`src/rtl/trdb_packet_reassembler.sv`:
```
// trdb_packet_reassembler: rebuilds length-headed trace packets from a valid/ready stream of words
module trdb_packet_reassembler #(
  parameter int WORD_LEN   = 32,
  parameter int PACKET_LEN = 128,
  parameter int LEN_BITS   = 7
) (
  input  logic                  clk_i,
  input  logic                  rst_ni,
  input  logic                  clear_i,
  input  logic                  word_valid_i,
  output logic                  word_ready_o,
  input  logic [WORD_LEN-1:0]   word_i,
  output logic                  packet_valid_o,
  input  logic                  packet_ready_i,
  output logic [PACKET_LEN-1:0] packet_bits_o,
  output logic [LEN_BITS-1:0]   packet_len_o
);
  localparam int NW = PACKET_LEN / WORD_LEN;
  localparam int CW = NW > 1 ? $clog2(NW) : 1;
  localparam logic [1:0] IDLE    = 2'd0;
  localparam logic [1:0] COLLECT = 2'd1;
  localparam logic [1:0] OUTPUT  = 2'd2;
  logic [1:0]            state;
  logic [CW-1:0]         cnt, last_q;
  logic [LEN_BITS-1:0]   len_q, hdr, mask_len;
  logic [LEN_BITS:0]     n_words;
  logic [PACKET_LEN-1:0] buf_q, lmask;
  logic [WORD_LEN-1:0]   wmask;
  logic                  word_hs;
  always_comb begin
    hdr      = word_i[LEN_BITS-1:0];
    n_words  = ({1'b0, hdr} + (LEN_BITS+1)'(WORD_LEN - 1)) / (LEN_BITS+1)'(WORD_LEN);
    mask_len = state == IDLE ? hdr : len_q;
    lmask    = ~({PACKET_LEN{1'b1}} << mask_len);
    // each word is masked on entry so bits at or above the length never reach the buffer
    wmask    = word_i & lmask[cnt*WORD_LEN +: WORD_LEN];
    word_ready_o = state != OUTPUT && !clear_i;
    word_hs  = word_valid_i && word_ready_o;
  end
  assign packet_valid_o = state == OUTPUT;
  assign packet_bits_o  = buf_q;
  assign packet_len_o   = len_q;
  always_ff @(posedge clk_i or negedge rst_ni) begin
    if (!rst_ni) begin
      state  <= IDLE;
      cnt    <= '0;
      last_q <= '0;
      len_q  <= '0;
      buf_q  <= '0;
    end else if (clear_i) begin
      state <= IDLE;
      cnt   <= '0;
    end else if (state == OUTPUT) begin
      if (packet_ready_i) state <= IDLE;
    end else if (word_hs) begin
      if (state == IDLE) begin
        if (hdr != '0) begin
          buf_q  <= PACKET_LEN'(wmask);
          len_q  <= hdr;
          last_q <= CW'(n_words - 1);
          state  <= n_words == 1 ? OUTPUT : COLLECT;
          cnt    <= n_words == 1 ? '0 : CW'(1);
        end
      end else begin
        buf_q[cnt*WORD_LEN +: WORD_LEN] <= wmask;
        cnt   <= cnt == last_q ? '0 : cnt + 1'b1;
        state <= cnt == last_q ? OUTPUT : COLLECT;
      end
    end
  end
  a_stable: assert property (@(posedge clk_i) disable iff (!rst_ni)
    packet_valid_o && !packet_ready_i && !clear_i |=> $stable(packet_bits_o) && $stable(packet_len_o));
  a_no_ready_in_output: assert property (@(posedge clk_i) disable iff (!rst_ni)
    !(state == OUTPUT && word_ready_o));
endmodule

```
`config.mk`:
```
export PLATFORM = sky130hd
export DESIGN_NAME = trdb_packet_reassembler
export DESIGN_NICKNAME = d
export VERILOG_FILES = /design/src/rtl/trdb_packet_reassembler.sv
export SDC_FILE = /design/constraint.sdc
export NUM_CORES = 1
export LEC_CHECK = 0
export CAP_MARGIN = 20
export CELL_PAD_IN_SITES_DETAIL_PLACEMENT = 1
export CELL_PAD_IN_SITES_GLOBAL_PLACEMENT = 1
export CORE_MARGIN = 10
export CORE_UTILIZATION = 40
export DETAILED_ROUTE_END_ITERATION = 8
export GPL_ROUTABILITY_DRIVEN = 0
export PLACE_DENSITY_LB_ADDON = 0.12
export SLEW_MARGIN = 20
export SYNTH_ARGS = -nofsm -noshare
export SYNTH_HDL_FRONTEND = slang
export SYNTH_SLANG_ARGS = --single-unit
```
`constraint.sdc`:
```
create_clock -name clk_i -period 3.4 [get_ports clk_i]
set_input_delay 0.68 -clock clk_i [delete_from_list [all_inputs] [get_ports clk_i]]
set_output_delay 0.68 -clock clk_i [all_outputs]
set_load 0.02 [all_outputs]
```
==> run summary <==
Setup bufs post-CTS - 0
Clock Tree Buf Depth - 2
Leakage Power - 3.794 nW
Post-synthesis instance area - 0.006240 sq mm
Clk Tree Root Cell - clkbuf_16
Crit Path Max Fanout - 17
Post-route cell area - 0.008972 sq mm
Power Internal - 3.931 mW
Slowest stage delay, CP - 0.73 ns
First-pass GRT wire length - 38100 um
Cells after Synth - 567
TritonCTS Sinks - 141
Crit path arrival time - 3.29 ns
Final Max Slew Viols - 0
Vias per cell - 5.876
Diode count - 0
Ys async rst share - 100.0%
IO Pins - 174
Via count - 5764
Drt total wl - 25190 um
DRC - 0
Synth Net Count - 609
Maxcap violations - 0
Width of the die - 144.9 um
Largest net degree at the start of global routing - 95
Cell with the most instances after synthesis - dfrtp_1
Initial antenna violation count - 1
Synthesized area per cell - 11.00 sq um
Dpl cells - 949
Post-synth EDFFs - 0
Pre-antenna DRT Iters - 5
Post-synth top area share - 56.55%
GR Util All Layers - 24.02%
Crit-path leading delay family - simple AND/OR/NAND/NOR gates
Critical path endpoint category - flip-flop
Crit path buffers/inverters - 0
Syn-to-layout area delta - 43.79%
Final period utilization - 88.26%
Starting Density - 40.89%
Synth cell count leaders - dfrtp_1, nand2_1, o21ai_0, a22o_1, o2bb2ai_1
Peak supply drop - 0.0004536 V
Slowest CP cell - dfrtp_1
Core Area - 0.01526 sq mm
Net Sw Frac - 38.53%
PD cells - 712.8 mW/mm^2
Combinational power share - 36.6%
Final setup violation count - 0
Fin Clk Skew - 0.01095 ns
Slew margin rel. - 41.78%
Die height - 144.9 um
Largest area contributor in the netlist - dfrtp_1
Critical path type - reg2reg
RSZ-0062 raised after global routing - false
Hold Crit Class - in2async
Area after DPL - 0.008398 sq mm
R2R setup slack - 0.40 ns
Sw power - 2.464 mW
Crit-path cells - or2_0, mux2i_1, nand3_1, o21ai_0, o21ai_0
DR WL/cell - 25.68 um
DPL Wire Length - 18160 um
Peak Freq - 333.2 MHz
Num CTS Buffers - 17
Floorplan row count - 45
Overflow after GRT - 0
Hold-fix buffers, CTS - 0
Layout cells sized above 1 - 11.82%
Synth cell types - 68
Clock power frac - 28.9%
Buffers on Ports - 173
Post-CTS Resized - 0
Final ANT Viol Nets - 0
Die area - 0.02099 sq mm
Required @ worst endpoint - 3.68 ns
Cell Count, Final, Fillers Out - 981
Fin crit period - 3.001 ns
#FFs+latches synth - 141
Final Hold Viols - 0
Yosys warning total - 0
Nets - 799
Clk_lat worst skew - 0.44 ns
Sequential share of the synthesized area - 56.55%
Ranking of synthesized cells by area - dfrtp_1, a22o_1, nand2_1
Least-Margin Pin Slew - 0.8733 ns
H-tree Lvls - 4
Most used DFF post-synth - dfrtp_1
Worst path most repeated cell - o21ai_0
Flop pwr share - 34.4%
CP Launch Type - flip-flop
Reg clk slew, reported paths - 0.06 ns
CTS tree - yes
Status - completed
Vias in the first global route - 6283
Setup TNS - 0 ns
Drt first-iter violations - 464
FILL cells - 1622
[flip-flops by register name, summed over array words and instances, names as in the netlist]
register,flops
cnt,2
last_q,2
packet_bits_o,128
packet_len_o,7
state,2
[power groups by stage]
stage          sequential, mW  combinational [mW]  clock (mW)
6_report                 2.20                2.34        1.85
5_1_grt                  2.22                2.50        1.95
4_1_cts                  2.19                2.34        1.86
3_5_place_dp             2.21                2.31           0
3_3_place_gp             2.20                2.25           0
2_1_floorplan            2.33                1.07           0
[worst paths after layout]
check | start | endpoint | depth (start not counted)
min in group clk_i | packet_bits_o[79]$_DFFE_PN0P_ | packet_bits_o[79]$_DFFE_PN0P_ | 2
hold / removal | rst_ni | packet_bits_o[109]$_DFFE_PN0P_ | 1
hold reg to reg | packet_bits_o[79]$_DFFE_PN0P_ | packet_bits_o[79]$_DFFE_PN0P_ | 2
max in group asynchronous | rst_ni | packet_bits_o[38]$_DFFE_PN0P_ | 2
setup reg to reg | state[1]$_DFFE_PN0P_ | packet_bits_o[109]$_DFFE_PN0P_ | 5
setup / recovery | state[1]$_DFFE_PN0P_ | packet_bits_o[109]$_DFFE_PN0P_ | 5
[cell usage in the layout (no fill, tap or decap), drive strengths merged, types with 6 or more instances in the layout]
cell	synthesis	final
a21oi	9	9
mux2	7	7
a22o	43	43
inv	7	9
buf	19	34
o21a	8	8
clkdlybuf4s50	0	172
nor2	16	16
o2bb2ai	20	20
a31oi	10	10
nand2	93	93
a32o	16	16
o211ai	6	6
o21ai	72	72
clkinv	0	6
clkbuf	16	18
dfrtp	141	141
[kinds of logic (layout without fill, tap and decap cells)]
family          after synthesis  in the layout  synth area share [%]
buf+inv                      42            245                 3.168
xor+xnor                      3              3                0.4212
fa+ha+maj                     5              5                 1.003
compound gates              216            216                 25.49
flops                       141            141                 56.55
mux                           9              9                 1.584
simple gates                151            151                 11.79
[worst register-to-register path, delay by kind of cell, from the launching register on]
family / cells / cell delay (ns)
flip-flops: 1 / 0.73
AND/OR/NAND/NOR: 2 / 0.95
AO/OA/AOI/OAI: 2 / 0.71
multiplexers: 1 / 0.47
[metrics by stage]
stage	worst slack [ns]	hold WS, ns	util (%)	power [mW]
after floorplan	0.8737	0.3844	-	3.403
after global placement	0.4448	0.4578	55.04	4.449
after detailed placement	0.3350	0.4656	55.04	4.519
after CTS	0.4242	0.3625	58.80	6.393
after global routing	0.2099	0.3771	58.80	6.674
final	0.3991	0.3206	58.80	6.396
[layout make-up]
cell class                      count  area [sq um]  share of cell area (%)
Tap cell                          211         264.0                   2.942
Sequential cell                   141          3528                   39.32
Clock buffer                       18         429.2                   4.783
Inverter                            7         26.28                  0.2928
Clock inverter                     14         145.1                   1.618
Timing Repair Buffer              206          2043                   22.77
Multi-Input combinational cell    384          2536                   28.27
[routing by layer]
layer	vias up	share of wire (%)	GRT usage (%)
met5	-	0.036	0
met4	2	1.7	7.234
met3	40	8.5	7.627
met2	249	50	40.07
met1	2974	40	29.02
li1	2499	-	-
Power figures use the tool's default switching activity.
